--- config.mk ---
export PLATFORM = sky130hd
export DESIGN_NAME = seq_divider_unit_flat
export DESIGN_NICKNAME = d
export VERILOG_FILES = /design/src/rtl/seq_divider_unit_if.sv /design/src/rtl/seq_divider_unit.sv /design/src/flat_wrapper.sv
export SDC_FILE = /design/constraint.sdc
export NUM_CORES = 1
export LEC_CHECK = 0
export CAP_MARGIN = 20
export CELL_PAD_IN_SITES_DETAIL_PLACEMENT = 1
export CELL_PAD_IN_SITES_GLOBAL_PLACEMENT = 1
export CORE_MARGIN = 4
export CORE_UTILIZATION = 48
export DETAILED_ROUTE_END_ITERATION = 8
export PLACE_DENSITY_LB_ADDON = 0.1
export SETUP_SLACK_MARGIN = 0.1
export SLEW_MARGIN = 10
export SYNTH_ARGS = -nofsm -noshare
export SYNTH_HDL_FRONTEND = slang
export SYNTH_SLANG_ARGS = --single-unit
export TNS_END_PERCENT = 20
--- constraint.sdc ---
create_clock -name clock_signal -period 6 [get_ports clock_signal]
set_clock_uncertainty 0.15 [all_clocks]
set_input_delay 1.2 -clock clock_signal [delete_from_list [all_inputs] [get_ports clock_signal]]
set_output_delay 1.2 -clock clock_signal [all_outputs]
set_load 0.02 [all_outputs]
--- src/rtl/seq_divider_unit_if.sv ---
// Request/response bundle between the EX-stage issue logic and the sequential divider.
// The master drives operands and start; the slave reports busy/done and the results.
interface seq_divider_unit_if #(
  parameter int WIDTH = 32
);
  logic             start_signal;
  logic             signed_division;
  logic [WIDTH-1:0] dividend_input;
  logic [WIDTH-1:0] divisor_input;
  logic             busy_signal;
  logic             done_signal;
  logic             div_zero_signal;
  logic [WIDTH-1:0] quotient_output;
  logic [WIDTH-1:0] remainder_output;

  modport master (
    output start_signal, signed_division, dividend_input, divisor_input,
    input  busy_signal, done_signal, div_zero_signal, quotient_output, remainder_output
  );

  modport slave (
    input  start_signal, signed_division, dividend_input, divisor_input,
    output busy_signal, done_signal, div_zero_signal, quotient_output, remainder_output
  );
endinterface

--- src/rtl/seq_divider_unit.sv ---
// Restoring radix-2 divider: one quotient bit per clock, signed or unsigned,
// fixed WIDTH+2 cycle latency from accepted start to the done pulse.
module seq_divider_unit #(
  parameter int WIDTH = 32
) (
  input  logic               clock_signal,
  input  logic               reset_n_signal,
  seq_divider_unit_if.slave  div_bus
);

  localparam int CNT_W = $clog2(WIDTH + 1);

  typedef enum logic [1:0] {
    S_IDLE,
    S_PREP,
    S_ITER,
    S_POST
  } state_t;

  state_t             state;
  logic               sgn_q;
  logic [WIDTH-1:0]   dvd_q;     // original dividend, kept for the divide-by-zero remainder
  logic [WIDTH-1:0]   dsr_mag;   // raw divisor in PREP, magnitude afterwards
  logic [WIDTH-1:0]   quo;
  logic [WIDTH-1:0]   rem;
  logic [CNT_W-1:0]   cnt;
  logic               q_neg;
  logic               r_neg;
  logic               busy_q;
  logic               done_q;
  logic               dz_q;
  logic [WIDTH-1:0]   q_out;
  logic [WIDTH-1:0]   r_out;

  logic               dvd_neg;
  logic               dsr_neg;
  logic [WIDTH-1:0]   dvd_abs;
  logic [WIDTH-1:0]   dsr_abs;
  logic [WIDTH:0]     rem_sh;
  logic               rem_ge;
  logic [WIDTH-1:0]   rem_diff;
  logic               div_zero;
  logic [WIDTH-1:0]   q_res;
  logic [WIDTH-1:0]   r_res;

  // NOTE: every always_comb output gets a default first so no path can infer a latch.
  always_comb begin
    dvd_neg  = 1'b0;
    dsr_neg  = 1'b0;
    dvd_abs  = dvd_q;
    dsr_abs  = dsr_mag;
    q_res    = quo;
    r_res    = rem;
    if (sgn_q) begin
      dvd_neg = dvd_q[WIDTH-1];
      dsr_neg = dsr_mag[WIDTH-1];
    end
    // -MIN wraps back to MIN, which is exactly 2^(WIDTH-1) read as unsigned.
    if (dvd_neg) dvd_abs = -dvd_q;
    if (dsr_neg) dsr_abs = -dsr_mag;

    rem_sh   = {rem, quo[WIDTH-1]};
    rem_ge   = (rem_sh >= {1'b0, dsr_mag});
    // The true difference is below the divisor, so the top bit is always zero.
    rem_diff = rem_sh[WIDTH-1:0] - dsr_mag;

    div_zero = (dsr_mag == '0);
    if (div_zero) begin
      q_res = '1;
      r_res = dvd_q;
    end else begin
      if (q_neg) q_res = -quo;
      if (r_neg) r_res = -rem;
    end
  end

  // NOTE: sequential state uses non-blocking assignments only, so every register
  // sees the pre-edge value of every other register.
  always_ff @(posedge clock_signal or negedge reset_n_signal) begin
    if (!reset_n_signal) begin
      // NOTE: the datapath is a handful of flops, not a memory, so all of it is
      // reset; that also makes an aborted operation leave nothing behind.
      state   <= S_IDLE;
      sgn_q   <= 1'b0;
      dvd_q   <= '0;
      dsr_mag <= '0;
      quo     <= '0;
      rem     <= '0;
      cnt     <= '0;
      q_neg   <= 1'b0;
      r_neg   <= 1'b0;
      busy_q  <= 1'b0;
      done_q  <= 1'b0;
      dz_q    <= 1'b0;
      q_out   <= '0;
      r_out   <= '0;
    end else begin
      done_q <= 1'b0;
      case (state)
        S_IDLE: begin
          if (div_bus.start_signal) begin
            sgn_q   <= div_bus.signed_division;
            dvd_q   <= div_bus.dividend_input;
            dsr_mag <= div_bus.divisor_input;
            busy_q  <= 1'b1;
            state   <= S_PREP;
          end
        end
        S_PREP: begin
          quo     <= dvd_abs;
          dsr_mag <= dsr_abs;
          rem     <= '0;
          q_neg   <= dvd_neg ^ dsr_neg;
          r_neg   <= dvd_neg;
          cnt     <= CNT_W'(WIDTH);
          state   <= S_ITER;
        end
        S_ITER: begin
          if (rem_ge) begin
            rem <= rem_diff;
            quo <= {quo[WIDTH-2:0], 1'b1};
          end else begin
            rem <= rem_sh[WIDTH-1:0];
            quo <= {quo[WIDTH-2:0], 1'b0};
          end
          cnt <= cnt - CNT_W'(1);
          if (cnt == CNT_W'(1)) state <= S_POST;
        end
        S_POST: begin
          q_out  <= q_res;
          r_out  <= r_res;
          dz_q   <= div_zero;
          done_q <= 1'b1;
          busy_q <= 1'b0;
          state  <= S_IDLE;
        end
        default: begin
          busy_q <= 1'b0;
          state  <= S_IDLE;
        end
      endcase
    end
  end

  assign div_bus.busy_signal      = busy_q;
  assign div_bus.done_signal      = done_q;
  assign div_bus.div_zero_signal  = dz_q;
  assign div_bus.quotient_output  = q_out;
  assign div_bus.remainder_output = r_out;

endmodule
--- src/flat_wrapper.sv ---
// flat-port wrapper written by rule: the top's interface ports become plain ports
module seq_divider_unit_flat 
#(
  parameter int WIDTH = 32
)
  (clock_signal, reset_n_signal, div_bus_start_signal, div_bus_signed_division, div_bus_dividend_input, div_bus_divisor_input, div_bus_busy_signal, div_bus_done_signal, div_bus_div_zero_signal, div_bus_quotient_output, div_bus_remainder_output);
  seq_divider_unit_if #(.WIDTH(WIDTH)) div_bus_i ();
  input  logic clock_signal;
  input  logic reset_n_signal;
  input wire logic [$bits(div_bus_i.start_signal)-1:0] div_bus_start_signal;
  input wire logic [$bits(div_bus_i.signed_division)-1:0] div_bus_signed_division;
  input wire logic [$bits(div_bus_i.dividend_input)-1:0] div_bus_dividend_input;
  input wire logic [$bits(div_bus_i.divisor_input)-1:0] div_bus_divisor_input;
  output wire logic [$bits(div_bus_i.busy_signal)-1:0] div_bus_busy_signal;
  output wire logic [$bits(div_bus_i.done_signal)-1:0] div_bus_done_signal;
  output wire logic [$bits(div_bus_i.div_zero_signal)-1:0] div_bus_div_zero_signal;
  output wire logic [$bits(div_bus_i.quotient_output)-1:0] div_bus_quotient_output;
  output wire logic [$bits(div_bus_i.remainder_output)-1:0] div_bus_remainder_output;
  assign div_bus_i.start_signal = div_bus_start_signal;
  assign div_bus_i.signed_division = div_bus_signed_division;
  assign div_bus_i.dividend_input = div_bus_dividend_input;
  assign div_bus_i.divisor_input = div_bus_divisor_input;
  assign div_bus_busy_signal = div_bus_i.busy_signal;
  assign div_bus_done_signal = div_bus_i.done_signal;
  assign div_bus_div_zero_signal = div_bus_i.div_zero_signal;
  assign div_bus_quotient_output = div_bus_i.quotient_output;
  assign div_bus_remainder_output = div_bus_i.remainder_output;
  seq_divider_unit #(.WIDTH(WIDTH)) u_core (.clock_signal(clock_signal), .reset_n_signal(reset_n_signal), .div_bus(div_bus_i));
endmodule
### Yosys cells after proc, flatten, opt, wreduce, memory -nomap -nowiden

Index checks and enable logic that the tools add are counted.

* register bits: 206
* bits of input ports: 68
* word-level logic and storage cells: 59

* add/sub/neg operators: 6
* magnitude comparators: 1
* equal/unequal tests: 7
* mux-type cells: 21
* bitwise operators: 1
* reductions and logical operators: 9

Operator list (number)
* 32-bit two-way mux: 8
* 32-bit one-hot mux with 2 select lines: 3
* 32-bit negation: 4
* 33-bit by 32-bit >= comparator with 1-bit output: 1
* 32-bit logical NOT: 1
* 32-bit subtractor: 1
* 6-bit one-hot mux with 2 select lines: 1
* 2-bit one-hot mux with 4 select lines: 1
* 6-bit by 1-bit equality test with 1-bit output, second input constant: 1
* 2-bit AND reduction: 3
* 2-bit nonzero test: 3
* 6-bit by 1-bit subtractor with 6-bit output, second input constant: 1
* 1-bit two-way mux: 5
* 2-bit equality test, second input constant: 2
* 2-bit two-way mux: 2
* 2-bit by 1-bit != test with 1-bit output, second input constant: 2
* 3-bit AND reduction: 1
* 2-bit by 1-bit equality test with 1-bit output, second input constant: 1
* 2-bit logical NOT: 1
* 2-bit != test, second input constant: 1
* 1-bit one-hot mux with 2 select lines: 1
* 1-bit XOR: 1

### Longest topological paths before layout

Gate-level depths: netlist of run 1.

* word-level depth: 3
* depth in mapped cells: 14

### Worst setup path after synthesis of run 1

No wires, ideal clock.

* path type: register to register
* start: reg u_core.rem[6]
* end: reg u_core.rem[22]
* library setup time: 0.135 ns
* data arrival time: 2.889 ns
* path slack: 2.826 ns
* stages on the path, launching flop included: 14
* path buffers: 3
* period minus slack after synthesis: 3.174 ns
* cells stage by stage: dfrtp_1 > ha_1 > clkbuf_2 > and4_1 > nand3_1 > a311o_1 > and3_1 > o31ai_4 > a211oi_1 > o21a_1 > clkbuf_1 > clkbuf_1 > a32oi_1 > o31ai_1

* cells in the longest elaborated chain, start to end: 3
* elaborated cells on any way between the ends: 4
* classes of those cells: 1 x add/sub; 1 x order compare; 2 x mux

RTL lines
* start: declaration: RTL line seq_divider_unit.sv:25 `logic [WIDTH-1:0] rem;`
* start signal: assignment: RTL line seq_divider_unit.sv:120 `rem <= rem_diff;`
* start signal: assignment: RTL line seq_divider_unit.sv:123 `rem <= rem_sh[WIDTH-1:0];`
* 32-bit subtractor or 33-bit by 32-bit >= comparator with 1-bit output (tied branches): RTL line seq_divider_unit.sv:65, seq_divider_unit.sv:63
* 32-bit two-way mux *: RTL line seq_divider_unit.sv:119 `if (rem_ge) begin`
* 32-bit one-hot mux with 2 select lines *: RTL line seq_divider_unit.sv:99 `case (state)`

Every way passes the cells marked *; elsewhere a longest branch is shown, timed or not.
A chain may end at the register's enable or synchronous reset.

### Final worst setup path of run 1

* start: reg u_core.rem[6]
* end: reg u_core.rem[11]

The elaborated chain is that of the path after synthesis.

==> results of run 1 <==
kinds of logic (layout without fill, tap and decap cells):
kind of cell               after synthesis  in the layout  share of synthesized area [%]
AOI/OAI and AO/OA                      444            444                           21.5
xor gates and xnor gates               113            113                           7.56
adders and majority gates               43             43                           4.17
buffers and inverters                  160            268                           4.64
DFF                                    206            206                           39.4
muxes                                   76             76                           6.41
and+or+nand+nor                        437            437                           16.4
synthesized netlist by cell type, drive strengths merged (15+ instances only):
cell type | number | share of area (%)
nor2 | 103 | 3.0
clkbuf | 74 | 2.1
and3 | 20 | 0.96
inv | 73 | 2.1
a21oi | 129 | 4.9
nand3 | 50 | 1.9
o22ai | 16 | 0.76
ha | 42 | 4.0
o211ai | 15 | 0.86
o22a | 22 | 1.5
nand2 | 137 | 3.9
xor2 | 51 | 3.4
nor3 | 25 | 1.0
a31oi | 18 | 0.86
xnor2 | 62 | 4.1
o21ai | 117 | 4.5
dfrtp | 206 | 39
or3 | 18 | 0.94
o31ai | 23 | 1.4
mux2 | 63 | 5.4
flip-flops by register name (all words and copies together) (netlist names):
name,cells
u_core.quo,32
u_core.sgn_q,1
u_core.cnt,6
u_core.r_neg,1
u_core.div_bus.done_signal,1
u_core.q_neg,1
u_core.div_bus.quotient_output,32
u_core.div_bus.remainder_output,32
u_core.div_bus.div_zero_signal,1
u_core.dsr_mag,32
u_core.dvd_q,32
u_core.div_bus.busy_signal,1
u_core.rem,32
u_core.state,2
power groups by stage:
stage	Combinational [mW]	Sequential (mW)	Clock, mW
finish	4.25	2.71	1.64
global route	4.69	2.81	1.73
CTS	4.29	2.70	1.67
detailed placement	4.23	2.72	0
global placement	4.09	2.68	0
floorplan	2.78	2.72	0
worst max-delay path: cells and delay by family, from the launching register on:
kind / cells / cell delay (ns)
AOI/OAI and AO/OA: 5 / 1.49
adders and majority gates: 1 / 0.45
buffers and inverters: 1 / 0.25
DFF: 1 / 0.47
and+or+nand+nor: 3 / 0.71
routing by layer:
layer	part of all wire, %	wire length [um]	vias to the layer above	track usage, %
met5	0	0	-	0
met4	2.4	948	0	5.92
met1	44	17300	5777	33.4
met3	3.4	1340	59	2.91
met2	50	19900	220	47.0
li1	-	-	5544	-
per-stage QoR:
step	total power, mW	cells	setup slack (ns)	area, sq um	hold WS [ns]
floorplan	5.50	1479	2.83	13100	0.315
global placement	6.76	1880	2.44	14700	0.330
detailed placement	6.95	1880	2.37	14700	0.339
CTS	8.66	1928	2.32	15600	0.352
global route	9.23	1928	2.05	15600	0.355
finish	8.61	1928	2.30	15600	0.345
area by class of cell:
type                            instances  area, sq um  area share [%]
Inverter                               73          274            1.76
Clock buffer                           29          682            4.38
Tap cell                              341          427            2.74
Clock inverter                         19          219            1.41
Multi-Input combinational cell       1113         7370            47.3
Timing Repair Buffer                  147         1440            9.26
Sequential cell                       206         5150            33.1
final timing paths:
| check | from | to | depth (start not counted) |
|---|---|---|---|
| setup reg to reg | u_core.rem[6]$_DFFE_PN0P_ | u_core.rem[11]$_DFFE_PN0P_ | 10 |
| hold reg to reg | u_core.div_bus.quotient_output[23]$_DFFE_PN0P_ | u_core.div_bus.quotient_output[23]$_DFFE_PN0P_ | 1 |
| min in group asynchronous | reset_n_signal | u_core.dvd_q[2]$_DFFE_PN0P_ | 1 |
| setup / recovery | u_core.rem[6]$_DFFE_PN0P_ | u_core.rem[11]$_DFFE_PN0P_ | 10 |
| max in group asynchronous | reset_n_signal | u_core.cnt[0]$_DFFE_PN0P_ | 2 |
| hold / removal | u_core.div_bus.quotient_output[23]$_DFFE_PN0P_ | u_core.div_bus.quotient_output[23]$_DFFE_PN0P_ | 1 |
==> impl_metrics.ini, run 1 <==
[routing]
via_count = 11600
via_per_inst = 6.02
drtPass1Iterations = 4
antenna_left = 0
drt-wirelength-per-cell_um = 20.5
drc = 0
drt_iter0_drc = 776
wl_mm = 39.5

[sta]
max_clock_freq_mhz = 270
drv_slew = 0
rsz0062_at_grt = no
tightest_slew_ns = 0.969
period_minus_slack_ns = 3.70
finalSetupTns_ns = 0
setup_viol = 0
timing.final.crit_share_pct = 61.7
finalHoldViolCount = 0
slew_headroom_pct = 35.2

[synth]
synth_warnings = 0
syn_area_sq_um = 13100
synth_edf_count = 0
syn_area_per_cell_sq_um = 8.85
synthCells = 1479
synth_nets = 1590
synth.distinct_cells = 68
synth_ff_type = dfrtp_1
synth.ff_latch_count = 206
seq_area_frac_synth_pct = 39.4
async_flop_share_pct = 100

[cts]
clockBufferDepth = 3
cts_htree_levels = 1
cts_root_buffer = clkbuf_16
worstSkewPairLatency_ns = 0.55
ctsHoldBuffers = 0
clkSinkCount = 206
path_clk_slew_ns = 0.06
post_cts_buffers = 0
cts_tree = built
cts_resized = 0
numCtsBuffers = 26

[pwr]
ir_worst_vdd_uv = 251
p_sw_share_pct = 44.1
pwr-share-comb_pct = 49.4
p_seq_share_pct = 31.5
p_int_mw = 4.81
p_sw_mw = 3.79
p_leak_nw = 6.52
clkPwrFrac_pct = 19.1
power_density_nw_per_um2 = 553

[finish]
drive_above_1_share_pct = 9.33
layout_commonest_cell = dfrtp_1
postLayoutCoreUtil_pct = 57.9
area.growth.synth_to_final_pct = 18.9
layout_common_cells = dfrtp_1 (206), nand2_1 (136), clkdlybuf4s50_1 (133)
fin_nets = 1678
fillers = 3064
diodes = 0

[placed_design]
gp_congestion = 0.878
dpl.hpwl_mm = 28.6
port_buffers = 134

[run]
cap_violations = 0

[global_route]
overflow = 0
grt_util_all_layers_pct = 25.9
grt_pass1_wl_mm = 64.6
grt_pass1_vias = 12000
antenna_found_initial = 0
grt_max_degree = 113

[die]
num_io_pins = 135
coreArea_sq_um = 26900
die_h_um = 173
initial_core_util_pct = 48.7
fp.dieArea_sq_um = 30000
row_count = 60
fp.dieW_um = 173

[setup_path]
cp.required_ns = 6.23
endpoint_kind = flop
cp.arrival_ns = 3.93
slowest_delay_ns = 0.47
worst_setup_path_start_kind = flop
crit_slowest_cell = dfrtp_1
timing_worst_setup_path_type = reg -> reg
crit_chain = ha_1 > and4_1 > nand3_1 > a311o_1 > and3_1 > o31ai_4 > a211oi_1 > o21a_1 > buf_4 > o311ai_0
rrSetupSlack_ns = 2.30
crit_fanout = 44

[outcome]
status = finished, final reports clean

[worst_hold_path]
hp-class = reg -> reg
Power figures use the tool's default switching activity.
==> inputs of run 2 (changes only) <==
CORE_UTILIZATION = 44   (was 48)
clock period = 3.7 ns   (was 6 ns; I/O delays follow)
==> run 2 against run 1 <==
  * Sequential cell count stayed put
  * Maximum frequency rose by 8.2%
  * Non-clock buffer count increased by 32
  * Sequential power increased by 61%
  * Routed wire length up 4.9%
  * Design area rose by 2.0%
  * Via count up 1.6%
  * Worst hold slack worse by 0.21 ns
  * Largest power group unchanged
==> impl_metrics.ini, run 2 (synthesized netlist as in run 1, its figures left out) <==
[finish]
drive_above_1_share_pct = 10.9
design_area_sq_um = 15900
fillers = 3373
area.growth.synth_to_final_pct = 21.2
diodes = 0
layout_common_cells = dfrtp_1 (205), nand2_1 (136), clkdlybuf4s50_1 (133)
postLayoutCoreUtil_pct = 54.7
fin_nets = 1709
layout_commonest_cell = dfrtp_1

[placed_design]
pre_cts_slack_ns = 0.212
dpl.hpwl_mm = 30.5
place_area_sq_um = 15000
gp_congestion = 0.872
port_buffers = 134

[setup_path]
cp.required_ns = 4.01
timing_worst_setup_path_type = reg -> reg
crit_slowest_cell = a21boi_0
path_common_cell = inv_1
slowest_delay_ns = 0.44
crit_chain = inv_1 > ha_1 > inv_1 > fa_1 > a21o_1 > a221o_1 > o221ai_1 > o211ai_1 > a21boi_0 > o2bb2ai_1 > a311oi_1 > mux2i_1 > o22ai_1
worst_setup_path_start_kind = flop
endpoint_kind = flop
crit_fanout = 4
cp.arrival_ns = 3.73

[cts]
cts_root_buffer = clkbuf_16
worstSkewPairLatency_ns = 0.55
clockBufferDepth = 3
cts_tree = built
cts_htree_levels = 1
clkSinkCount = 206
ctsHoldBuffers = 0
numCtsBuffers = 25
path_clk_slew_ns = 0.06

[global_route]
grtUsageMet2_pct = 44.8
use_met3_pct = 2.75
grt_pass1_wl_mm = 66.9
grt_util_all_layers_pct = 24.8
grt.met1_usage_pct = 32.1
overflow = 0
grt.busiest_layer = met2
grt_max_degree = 96
grt_pass1_vias = 12200
antenna_found_initial = 0

[routing]
drtPass1Iterations = 4
wl_mm = 41.4
drt_iter0_drc = 709
antenna_left = 0
via_per_inst = 5.90
drc = 0
via_count = 11800
drt-wirelength-per-cell_um = 20.7

[sta]
tightest_slew_ns = 0.900
slew_headroom_pct = 40.0
timing.final.crit_share_pct = 92.4
finalHoldViolCount = 0
drv_slew = 0
finalSetupTns_ns = 0
fin_ws_ns = 0.281
setup_viol = 0
period_minus_slack_ns = 3.42
rsz0062_at_grt = yes
max_clock_freq_mhz = 292

[outcome]
status = finished, final reports clean

[pwr]
p_leak_nw = 6.67
ir_worst_vdd_uv = 478
power_density_nw_per_um2 = 885
p_total_mw = 14.0

[run]
cap_violations = 0

[die]
die_h_um = 181
coreArea_sq_um = 29000
fp.dieW_um = 181
fp.dieArea_sq_um = 32600
row_count = 62
num_io_pins = 135
initial_core_util_pct = 45.1

[worst_hold_path]
hp-class = in -> async
## run 2: through the flow
step	cells	hold slack [ns]
3_5_place_dp	1955	0.337
2_1_floorplan	1479	0.294
4_1_cts	1998	0.176
6_report	1998	0.133
5_1_grt	1998	0.211
3_3_place_gp	1955	0.331
## run 2: path summary, 6_finish.rpt
check / slack [ns] / start / cells after the start / endpoint
max: 0.28 / u_core.quo[31]$_DFFE_PN0P_ / 13 / u_core.rem[28]$_DFFE_PN0P_
min: 0.13 / reset_n_signal / 1 / u_core.div_bus.quotient_output[4]$_DFFE_PN0P_
max reg2reg: 0.28 / u_core.quo[31]$_DFFE_PN0P_ / 13 / u_core.rem[28]$_DFFE_PN0P_
min reg2reg: 0.34 / u_core.div_bus.quotient_output[28]$_DFFE_PN0P_ / 1 / u_core.div_bus.quotient_output[28]$_DFFE_PN0P_
max in group asynchronous: 2.40 / reset_n_signal / 2 / u_core.rem[27]$_DFFE_PN0P_
min in group clock_signal: 0.34 / u_core.div_bus.quotient_output[28]$_DFFE_PN0P_ / 1 / u_core.div_bus.quotient_output[28]$_DFFE_PN0P_
## run 2: timing repair
| item | 4_1_cts | 5_1_grt |
|---|---|---|
| setup buffers | 0 | 0 |
| endpoints found under the setup margin | 0 | 25 |
| resized for setup | 0 | 7 |
## run 2: metal layers
layer	routed length (um)	up-vias
li1	-	5597
met1	18200	5902
met2	20900	220
met3	1330	65
met4	1010	0
met5	0	-
## run 2: where the power goes
group / leakage (nW) / internal, mW / switching (mW)
registers: 2.51 / 3.23 / 1.14
logic: 3.73 / 3.06 / 4.03
clock network: 0.424 / 1.57 / 1.01
total: 6.67 / 7.86 / 6.18
## run 2: critical path: cells and delay by family, from the launching register on
kind | cells | cell delay [ns]
compound gates | 8 | 2.03
fa+ha+maj | 2 | 0.56
buf+inv | 2 | 0.12
flops | 1 | 0.38
mux | 1 | 0.12
## run 2: layout make-up
type / instances / area [sq um] / share of cell area [%]
well taps: 384 / 480 / 3.03
clock inverters: 8 / 130 / 0.820
repair buffers: 179 / 1720 / 10.8
clock buffers: 35 / 723 / 4.56
flip-flops and latches: 206 / 5160 / 32.5
multi-input cells: 1113 / 7390 / 46.6
inverters: 73 / 274 / 1.73
==> inputs of run 3 (changes only) <==
SKIP_CTS_REPAIR_TIMING = 1   (was unset)
==> results of run 3 <==
No change in the layout: final DEF, timing and power equal those of run 2.
